File: src/rtl/uart_rx.sv
// Purpose     : 8N1-style UART receiver, oversampled on sys_clk, with a one-entry valid/ready output buffer.
// Latency     : word is valid 2 + HALF_BIT + DATA_WIDTH*CLKS_PER_BIT + CLKS_PER_BIT edges after the start bit is first captured.
// Backpressure: a word completed while the buffer is full and data_ready is low is dropped and reported on overrun.
//
// Ports:
//   sys_clk       system clock, all logic on its rising edge
//   areset_n      asynchronous active-low reset
//   data_in       serial line, idles high, asynchronous to sys_clk
//   data_ready    downstream accepts data_out this cycle
//   data_out      received word, meaningful while data_valid = 1
//   data_valid    data_out holds an unconsumed word
//   busy          frame reception in progress
//   framing_error one-cycle pulse, stop bit sampled low
//   overrun       one-cycle pulse, completed word dropped (buffer full)
//
// CLKS_PER_BIT must be >= 4 and DATA_WIDTH >= 2.
module uart_rx #(
    parameter int SYS_CLK_FREQ = 1_000_000,
    parameter int BAUD_RATE    = 9600,
    parameter int DATA_WIDTH   = 8
) (
    input  logic                  sys_clk,
    input  logic                  areset_n,
    input  logic                  data_in,
    input  logic                  data_ready,
    output logic [DATA_WIDTH-1:0] data_out,
    output logic                  data_valid,
    output logic                  busy,
    output logic                  framing_error,
    output logic                  overrun
);

    localparam int CLKS_PER_BIT = SYS_CLK_FREQ / BAUD_RATE;
    localparam int HALF_BIT     = CLKS_PER_BIT / 2;
    localparam int CNT_W        = $clog2(CLKS_PER_BIT);
    localparam int IDX_W        = $clog2(DATA_WIDTH) + 1;

    localparam logic [CNT_W-1:0] CNT_HALF = CNT_W'(HALF_BIT - 1);
    localparam logic [CNT_W-1:0] CNT_LAST = CNT_W'(CLKS_PER_BIT - 1);
    localparam logic [IDX_W-1:0] IDX_LAST = IDX_W'(DATA_WIDTH - 1);

    typedef enum logic [2:0] {
        S_IDLE,
        S_START,
        S_DATA,
        S_STOP,
        S_WAIT_HIGH
    } state_t;

    logic                  r_rx_meta;
    logic                  r_rx_sync;
    state_t                r_state;
    logic [CNT_W-1:0]      r_cnt;
    logic [IDX_W-1:0]      r_bit_idx;
    logic [DATA_WIDTH-1:0] r_shift;
    logic [DATA_WIDTH-1:0] r_data_out;
    logic                  r_data_valid;
    logic                  r_busy;
    logic                  r_framing_error;
    logic                  r_overrun;

    logic                  w_xfer;

    assign w_xfer        = r_data_valid & data_ready;

    assign data_out      = r_data_out;
    assign data_valid    = r_data_valid;
    assign busy          = r_busy;
    assign framing_error = r_framing_error;
    assign overrun       = r_overrun;

    // Two-flop synchronizer; resets to the idle (high) line level.
    always_ff @(posedge sys_clk or negedge areset_n) begin
        if (!areset_n) begin
            r_rx_meta <= 1'b1;
            r_rx_sync <= 1'b1;
        end else begin
            r_rx_meta <= data_in;
            r_rx_sync <= r_rx_meta;
        end
    end

    // Receive FSM plus output buffer. Later non-blocking writes win, so a
    // commit on the same edge as a transfer keeps data_valid set.
    always_ff @(posedge sys_clk or negedge areset_n) begin
        if (!areset_n) begin
            r_state         <= S_IDLE;
            r_cnt           <= '0;
            r_bit_idx       <= '0;
            r_shift         <= '0;
            r_data_out      <= '0;
            r_data_valid    <= 1'b0;
            r_busy          <= 1'b0;
            r_framing_error <= 1'b0;
            r_overrun       <= 1'b0;
        end else begin
            r_framing_error <= 1'b0;
            r_overrun       <= 1'b0;

            if (w_xfer) begin
                r_data_valid <= 1'b0;
            end

            case (r_state)
                S_IDLE: begin
                    if (!r_rx_sync) begin
                        r_state <= S_START;
                        r_cnt   <= '0;
                        r_busy  <= 1'b1;
                    end
                end

                // Re-check the line mid start bit to reject glitches.
                S_START: begin
                    if (r_cnt == CNT_HALF) begin
                        r_cnt <= '0;
                        if (!r_rx_sync) begin
                            r_state   <= S_DATA;
                            r_bit_idx <= '0;
                        end else begin
                            r_state <= S_IDLE;
                            r_busy  <= 1'b0;
                        end
                    end else begin
                        r_cnt <= r_cnt + 1'b1;
                    end
                end

                // Sampling is now aligned to the middle of each bit cell.
                S_DATA: begin
                    if (r_cnt == CNT_LAST) begin
                        r_cnt                       <= '0;
                        r_shift[r_bit_idx[IDX_W-2:0]] <= r_rx_sync;
                        r_bit_idx                   <= r_bit_idx + 1'b1;
                        if (r_bit_idx == IDX_LAST) begin
                            r_state <= S_STOP;
                        end
                    end else begin
                        r_cnt <= r_cnt + 1'b1;
                    end
                end

                // Returning to IDLE at mid stop bit leaves half a bit of
                // margin to catch a back-to-back start bit.
                S_STOP: begin
                    if (r_cnt == CNT_LAST) begin
                        r_cnt <= '0;
                        if (r_rx_sync) begin
                            if (!r_data_valid || data_ready) begin
                                r_data_out   <= r_shift;
                                r_data_valid <= 1'b1;
                            end else begin
                                r_overrun <= 1'b1;
                            end
                            r_state <= S_IDLE;
                            r_busy  <= 1'b0;
                        end else begin
                            r_framing_error <= 1'b1;
                            r_state         <= S_WAIT_HIGH;
                        end
                    end else begin
                        r_cnt <= r_cnt + 1'b1;
                    end
                end

                // A break or stuck-low line must not look like new start bits.
                S_WAIT_HIGH: begin
                    if (r_rx_sync) begin
                        r_state <= S_IDLE;
                        r_busy  <= 1'b0;
                    end
                end

                default: begin
                    r_state <= S_IDLE;
                    r_cnt   <= '0;
                    r_busy  <= 1'b0;
                end
            endcase
        end
    end

endmodule

File: config.mk
export PLATFORM = sky130hd
export DESIGN_NAME = uart_rx
export DESIGN_NICKNAME = d
export VERILOG_FILES = /design/src/rtl/uart_rx.sv
export SDC_FILE = /design/constraint.sdc
export NUM_CORES = 1
export LEC_CHECK = 0
export CAP_MARGIN = 10
export CORE_ASPECT_RATIO = 0.75
export CORE_MARGIN = 4
export CORE_UTILIZATION = 35
export DETAILED_ROUTE_END_ITERATION = 8
export GPL_TIMING_DRIVEN = 0
export PLACE_DENSITY_LB_ADDON = 0.25
export SLEW_MARGIN = 20
export SYNTH_ARGS = -nofsm -noshare
export SYNTH_HDL_FRONTEND = slang
export SYNTH_SLANG_ARGS = --single-unit
File: constraint.sdc
create_clock -name sys_clk -period 1.75 [get_ports sys_clk]
set_input_delay 0.175 -clock sys_clk [delete_from_list [all_inputs] [get_ports sys_clk]]
set_output_delay 0.175 -clock sys_clk [all_outputs]
set_load 0.05 [all_outputs]
==> metrics, run 1 <==
status finished, violations left; post-route ant nets 0; FF-to-FF Start r_cnt[1]$_DFFE_PN0P_; Top FF cell, synth dfrtp_1; final net count 207; synthesis-to-finish area growth 39.9%; Post-synth EDFFs 0; Syn Nets 168; most frequent cells in the layout dfrtp_1 (30), nand2_1 (22), buf_4 (14), mux2_4 (14), clkdlybuf4s50_1 (14); CTS tree yes; delay-heaviest family, CP simple AND/OR/NAND/NOR gates; worst hold path type input port to async pin; Max Root-Sink Buffers 2; Setup crit end kind register; total grt overflow 0; # DRC 0; number of diodes 0; Multi-input gate area 947 um2; Die Y 68.7 um; io pins 16; cts bufs inserted 5; CP Max Fanout 7; DP HPWL 2.39 mm; synth warn 0; reg-to-reg slack, setup -150 ps; worst reg2reg endpoint r_shift[1]$_DFFE_PN0P_; die width 89.0 um; clk root buf clkbuf_8; drt initial violations 184; minimum clock period 1900 ps; Max Clock Skew 5.78 ps; first drt pass iteration count 4; PwrDens 620 nW/um2; clock-pin slew on the worst setup and hold paths 70 ps; fin. max-slew vios 0; final worst slack -150 ps; register cell area after layout 908 um2; sequential fraction of the synthesis area 52.5%; Total Wirelength 4.01 mm; Tcrit/Tclk final 109%; crit-path max cell delay 460 ps; Fin. Hold Viols 0; most common cell after layout, fill and taps aside dfrtp_1; PortBufs 15; Post-Syn Area 1720 um2; Core Footprint 4600 um2; H-tree levels 2; fin cells 259; Cell Rows 21; maxcap violations 0; Syn Inst Count 162; GPL Wtd Cong 0.821; Slew HR 66.7%; Skew-Pair Late Insertion Delay 290 ps; CTS Sinks 36; Routed WL per cell 15.5 um; Arr. time, crit path 2070 ps; critical path cell sequence ha_2 -> and2_1 -> buf_6 -> nand4_4 -> or4_4 -> mux2_4; Slew @ Worst Pin 497 ps; Yosys reg bits 36; post-synth cell types 41; ys async rst share 100%; RSZ-0062 raised after global routing true; Cell Count Post-Placement 235; crit path buf inv count 1; CP required 1920 ps; Fmax 0.526 GHz; post-DR vias/cell 5.52; DR vias 1430; Starting Density 37.4%; largest net degree at the start of global routing 26; Reg2Reg Depth 6; CP max stage cell or4_4; # fillers 379; leakage power 0.00103 uW; VDD IR-drop max 0.000345 V; synthesized area per cell 10.6 um2; failing checks negative setup slack; Startpoint Class register; critical path class register to register; WHS 289 ps; initial antenna violation count 0; share of cells above drive strength 1 36.1%; Final setup viols 15; Total GRT Usage 14.3%; die area 6120 um2; first-pass GRT wire length 6.58 mm; number of global-route vias before repair 1365
[cell usage after synthesis, types with 2 or more instances]
| cell | n | area share (%) |
|---|---|---|
| dfrtp_1 | 34 | 49 |
| nand2_1 | 22 | 4.8 |
| mux2_2 | 15 | 9.8 |
| nor2_1 | 11 | 2.4 |
| o21ai_0 | 9 | 2.6 |
| nand3_1 | 8 | 2.3 |
| inv_1 | 5 | 1.1 |
| a21oi_1 | 4 | 1.2 |
| nor4_1 | 4 | 1.5 |
| o211ai_1 | 4 | 1.7 |
| a21boi_0 | 3 | 1.3 |
| nand4_1 | 3 | 1.1 |
| nor2b_1 | 3 | 1.1 |
| buf_2 | 2 | 0.58 |
| buf_4 | 2 | 0.87 |
| clkbuf_1 | 2 | 0.44 |
| dfstp_2 | 2 | 3.1 |
| ha_1 | 2 | 1.5 |
| nor3_1 | 2 | 0.58 |
| o21a_1 | 2 | 0.87 |
| o31ai_1 | 2 | 0.87 |
| or4_1 | 2 | 0.87 |
[per-layer routing]
metal	vias up	routed length, um	part of all wire, %	track usage [%]
li1	671	-	-	-
met1	702	1850	46	19.0
met2	46	1850	46	22.1
met3	11	222	5.5	3.80
met4	0	85	2.1	5.95
met5	-	0	0	0
[cells by family after synthesis]
family / after synthesis / share of synthesized area (%)
AOI/OAI and AO/OA: 30 / 11.4
buffers and inverters: 11 / 2.98
adders and majority gates: 2 / 1.45
muxes: 16 / 10.5
DFF: 36 / 52.5
and+or+nand+nor: 67 / 21.2
[worst max path at each step]
stage	depth (start not counted)	endpoint	from	slack (ps)
2_1_floorplan	5	r_shift[1]$_DFFE_PN0P_	r_cnt[4]$_DFFE_PN0P_	-70
3_3_place_gp	1	data_out[7]$_DFFE_PN0P_	areset_n	-280
3_5_place_dp	6	r_cnt[4]$_DFFE_PN0P_	r_cnt[0]$_DFFE_PN0P_	-330
4_1_cts	5	r_shift[1]$_DFFE_PN0P_	r_cnt[3]$_DFFE_PN0P_	-130
5_1_grt	6	r_state[0]$_DFFE_PN0P_	r_cnt[3]$_DFFE_PN0P_	-210
6_report	6	r_shift[1]$_DFFE_PN0P_	r_cnt[1]$_DFFE_PN0P_	-150
[stage by stage]
step	setup TNS (ps)	utilization (%)	power [uW]	worst slack (ps)	instance area, um2
2_1_floorplan	-72.4	-	860	-72.4	1730
3_3_place_gp	-12740	42.4	885	-284	1950
3_5_place_dp	-3780	42.7	890	-326	1960
4_1_cts	-585	51.5	1510	-126	2370
5_1_grt	-1770	52.4	1560	-205	2410
6_report	-754	52.4	1490	-150	2410
[power by group]
part	internal, uW	switching, uW	leakage [uW]
combinational	12.7	24.0	0.000519
sequential	836	3.00	0.000469
clock	320	299	0.0000445
[state kept, by name, summed over array words and instances, names as in the netlist]
name           cells
r_rx_sync          1
r_bit_idx          4
r_rx_meta          1
framing_error      1
r_shift            8
data_out           8
r_state            3
busy               1
data_valid         1
r_cnt              7
overrun            1
[worst register-to-register path: stages (launching register included)]
cell and delay [ps]:
dfrtp_1 380, ha_2 200, and2_1 170, buf_6 150
nand4_4 130, or4_4 460, mux2_4 310
[final cells by class]
type | instances | area share [%]
Sequential cell | 36 | 37.7
Clock inverter | 1 | 0.312
Buffer | 6 | 2.18
Timing Repair Buffer | 32 | 13.1
Tap cell | 57 | 2.96
Multi-Input combinational cell | 115 | 39.3
Clock buffer | 7 | 3.58
Inverter | 5 | 0.779
[what timing repair did]
item / in CTS / in global routing
endpoints found under the setup margin: 22 / 27
setup buffers: 13 / 4
resized for setup: 40 / 10
hold buffers: 1 / 0
endpoints found under the hold margin: 11 / 0
pin swaps: 4 / 2
Note: power is estimated with default switching activity, not from simulation.
==> run 2, diff against run 1 <==
--- a/config.mk
+++ b/config.mk
@@ -5,10 +5,11 @@
 export SDC_FILE = /design/constraint.sdc
 export NUM_CORES = 1
 export LEC_CHECK = 0
-export CAP_MARGIN = 10
+export CAP_MARGIN = 25
 export CORE_ASPECT_RATIO = 0.75
 export CORE_MARGIN = 4
 export CORE_UTILIZATION = 35
+export CTS_CLUSTER_DIAMETER = 80
 export DETAILED_ROUTE_END_ITERATION = 8
 export GPL_TIMING_DRIVEN = 0
 export PLACE_DENSITY_LB_ADDON = 0.25
==> results of run 2 <==
Final layout, timing and power as in run 1 (identical DEF).
==> run 3, diff against run 2 <==
--- a/config.mk
+++ b/config.mk
@@ -12,7 +12,7 @@
 export CTS_CLUSTER_DIAMETER = 80
 export DETAILED_ROUTE_END_ITERATION = 8
 export GPL_TIMING_DRIVEN = 0
-export PLACE_DENSITY_LB_ADDON = 0.25
+export PLACE_DENSITY = 0.55
 export SLEW_MARGIN = 20
 export SYNTH_ARGS = -nofsm -noshare
 export SYNTH_HDL_FRONTEND = slang
==> run 3 against run 2 <==
Effect of this change:
- the run still ends with negative setup slack left
- routed wire length decreased by 3.2%
- core utilization decreased by 0.79 points
- sequential share of layout area increased by 0.52 points
- via count decreased by 5.5%
- combinational power about the same
- sequential cell count unchanged
- first-iteration DRC count decreased by 8.2%
- die area unchanged
- critical path type unchanged
- largest power group unchanged
- highest routed layer unchanged
==> metrics, run 3 (same netlist as run 1, synthesis figures left out) <==
Arr. time, crit path 2040 ps (-30 ps); final worst slack -121 ps (+29.6 ps); Tcrit/Tclk final 107% (-1.7 points); die width 89.0 um (unchanged); Slew HR 66.7% (about the same); Die Y 68.7 um (unchanged); CP Max Fanout 6 (-1); Starting Density 37.4% (unchanged); CTS Sinks 36 (unchanged); share of cells above drive strength 1 34.3% (-1.8 points); Final setup viols 15 (unchanged); cts bufs inserted 5 (unchanged); FF-to-FF Start r_cnt[4]$_DFFE_PN0P_; Cell Count Post-Placement 235 (unchanged); initial antenna violation count 0 (unchanged); VDD IR-drop max 0.000372 V (+8.0%); internal power 1130 uW (-3.7%); Routed WL per cell 15.2 um (-1.7%); maxcap violations 0 (unchanged); first-pass GRT wire length 6.40 mm (-2.7%); H-tree levels 2 (unchanged); DR vias 1352 (-5.5%); first drt pass iteration count 4 (unchanged); PwrDens 613 nW/um2 (-1.3%); reg-to-reg slack, setup -120 ps (+30 ps); GPL Wtd Cong 0.846 (+3.0%); number of diodes 0 (unchanged); combinational share of power 2.5% (about the same); WHS 292 ps (+2.78 ps); total grt overflow 0 (unchanged); worst hold path type input port to async pin; crit-path max cell delay 450 ps (about the same); drt initial violations 169 (-8.2%); # DRC 0 (unchanged); DP HPWL 2.48 mm (+3.7%); largest net degree at the start of global routing 26 (unchanged); critical path class register to register; Fmax 0.535 GHz (+1.6%); Clk network pwr share 39.7% (-1.7 points); io pins 16 (unchanged); post-DR vias/cell 5.30 (-4.0%); CP max stage cell or4_4; PortBufs 15 (unchanged); Skew-Pair Late Insertion Delay 290 ps (about the same); most used routing layer met1; leakage power 0.00101 uW (-1.9%); Psw 327 uW (+0.45%); fin. max-slew vios 0 (unchanged); Seq pwr share 57.7% (+1.6 points); M2 GR Usage 19.8% (-2.3 points); Max Root-Sink Buffers 2 (unchanged); Final Power 1450 uW (-2.8%); Setup crit end kind register; Reg2Reg Depth 5 (-1); Cell Rows 21 (unchanged); CTS tree yes; Total Wirelength 3.88 mm (-3.2%); most frequent cells in the layout dfrtp_1 (31), nand2_1 (22), mux2_4 (13), clkdlybuf4s50_1 (13), buf_4 (12); crit path buf inv count 1 (unchanged); GR Util met3 3.68% (-0.12 points); critical path cell sequence nor4bb_2 -> buf_4 -> nand4_4 -> or4_4 -> mux2_4; delay-heaviest family, CP simple AND/OR/NAND/NOR gates; CP required 1920 ps (about the same); Slew @ Worst Pin 498 ps (+0.867 ps); # fillers 388 (+2.4%); Startpoint Class register; synthesis-to-finish area growth 37.8%; clock-pin slew on the worst setup and hold paths 80 ps (about the same); Fin. Hold Viols 0 (unchanged); most common cell after layout, fill and taps aside dfrtp_1; minimum clock period 1870 ps (-29.6 ps); RSZ-0062 raised after global routing true; final net count 203 (-1.9%); Max Clock Skew 11.2 ps (+5.40 ps); switching part of the total 22.5% (+0.72 points); status finished, violations left; number of global-route vias before repair 1315 (-3.7%); GR Util met1 20.1% (+1.1 points); die area 6120 um2 (unchanged); Total GRT Usage 13.9% (-0.39 points); worst reg2reg endpoint r_shift[1]$_DFFE_PN0P_; post-route ant nets 0 (unchanged); fin cells 255 (-1.5%); failing checks negative setup slack; Core Footprint 4600 um2 (unchanged); clk root buf clkbuf_8
## run 3: cell count changes in the layout (fill, tap and decap cells not counted), sizes merged
cell | before | now
dlymetal6s2s | 0 | 1
buf | 21 | 17
clkinv | 0 | 3
clkdlybuf4s50 | 14 | 13
clkbuf | 9 | 7
clkinvlp | 1 | 0
## run 3: layer usage
| layer | up-vias | routed length [um] |
|---|---|---|
| li1 | 656 | - |
| met5 | - | 0 |
| met2 | 32 | 1740 |
| met1 | 659 | 1930 |
| met4 | 0 | 32 |
| met3 | 5 | 176 |
## run 3: worst max path at each step
stage | start | to | slack, ps | cells past startpoint
floorplan | r_cnt[4]$_DFFE_PN0P_ | r_shift[1]$_DFFE_PN0P_ | -70 | 5
global placement | areset_n | data_out[1]$_DFFE_PN0P_ | -310 | 1
detailed placement | r_cnt[0]$_DFFE_PN0P_ | r_cnt[6]$_DFFE_PN0P_ | -310 | 6
CTS | r_cnt[3]$_DFFE_PN0P_ | r_shift[1]$_DFFE_PN0P_ | -100 | 5
global route | r_cnt[4]$_DFFE_PN0P_ | r_shift[1]$_DFFE_PN0P_ | -200 | 5
finish | r_cnt[4]$_DFFE_PN0P_ | r_shift[1]$_DFFE_PN0P_ | -120 | 5
## run 3: final cells by class
type	instances	area (um2)	area share (%)
multi-input combinational	115	953	40.2
sequential	36	907	38.2
timing repair buffer	28	285	12.0
tap	57	71.3	3.01
clock buffer	5	68.8	2.90
buffer	6	48.8	2.06
clock inverter	3	18.8	0.791
inverter	5	18.8	0.791
## run 3: repair_timing
action | in CTS | in global routing
hold buffers | 1 | 0
pin swaps | 2 | 4
endpoints found under the setup margin | 22 | 26
endpoints found under the hold margin | 9 | 0
setup buffers | 9 | 2
resized for setup | 34 | 13
## run 3: worst register-to-register path, stage by stage, from the launching register on
cell,delay [ps]
dfrtp_2,430
nor4bb_2,280
buf_4,190
nand4_4,110
or4_4,450
mux2_4,310
## run 3: metrics by stage
stage | setup WS (ps) | setup TNS, ps | utilization [%] | area (um2)
after floorplan | -72.4 | -72.4 | - | 1730
after global placement | -309 | -13980 | 42.4 | 1950
after detailed placement | -312 | -3630 | 42.7 | 1960
after CTS | -102 | -298 | 50.1 | 2300
after global routing | -195 | -2050 | 51.6 | 2370
final | -121 | -543 | 51.6 | 2370
## run 3: power groups by stage
stage | Sequential [uW] | Clock (uW) | Combinational [uW]
floorplan | 854 | 0 | 6.11
global placement | 855 | 0 | 31.3
detailed placement | 855 | 0 | 36.5
CTS | 839 | 592 | 38.6
global route | 839 | 636 | 42.6
finish | 839 | 577 | 36.8
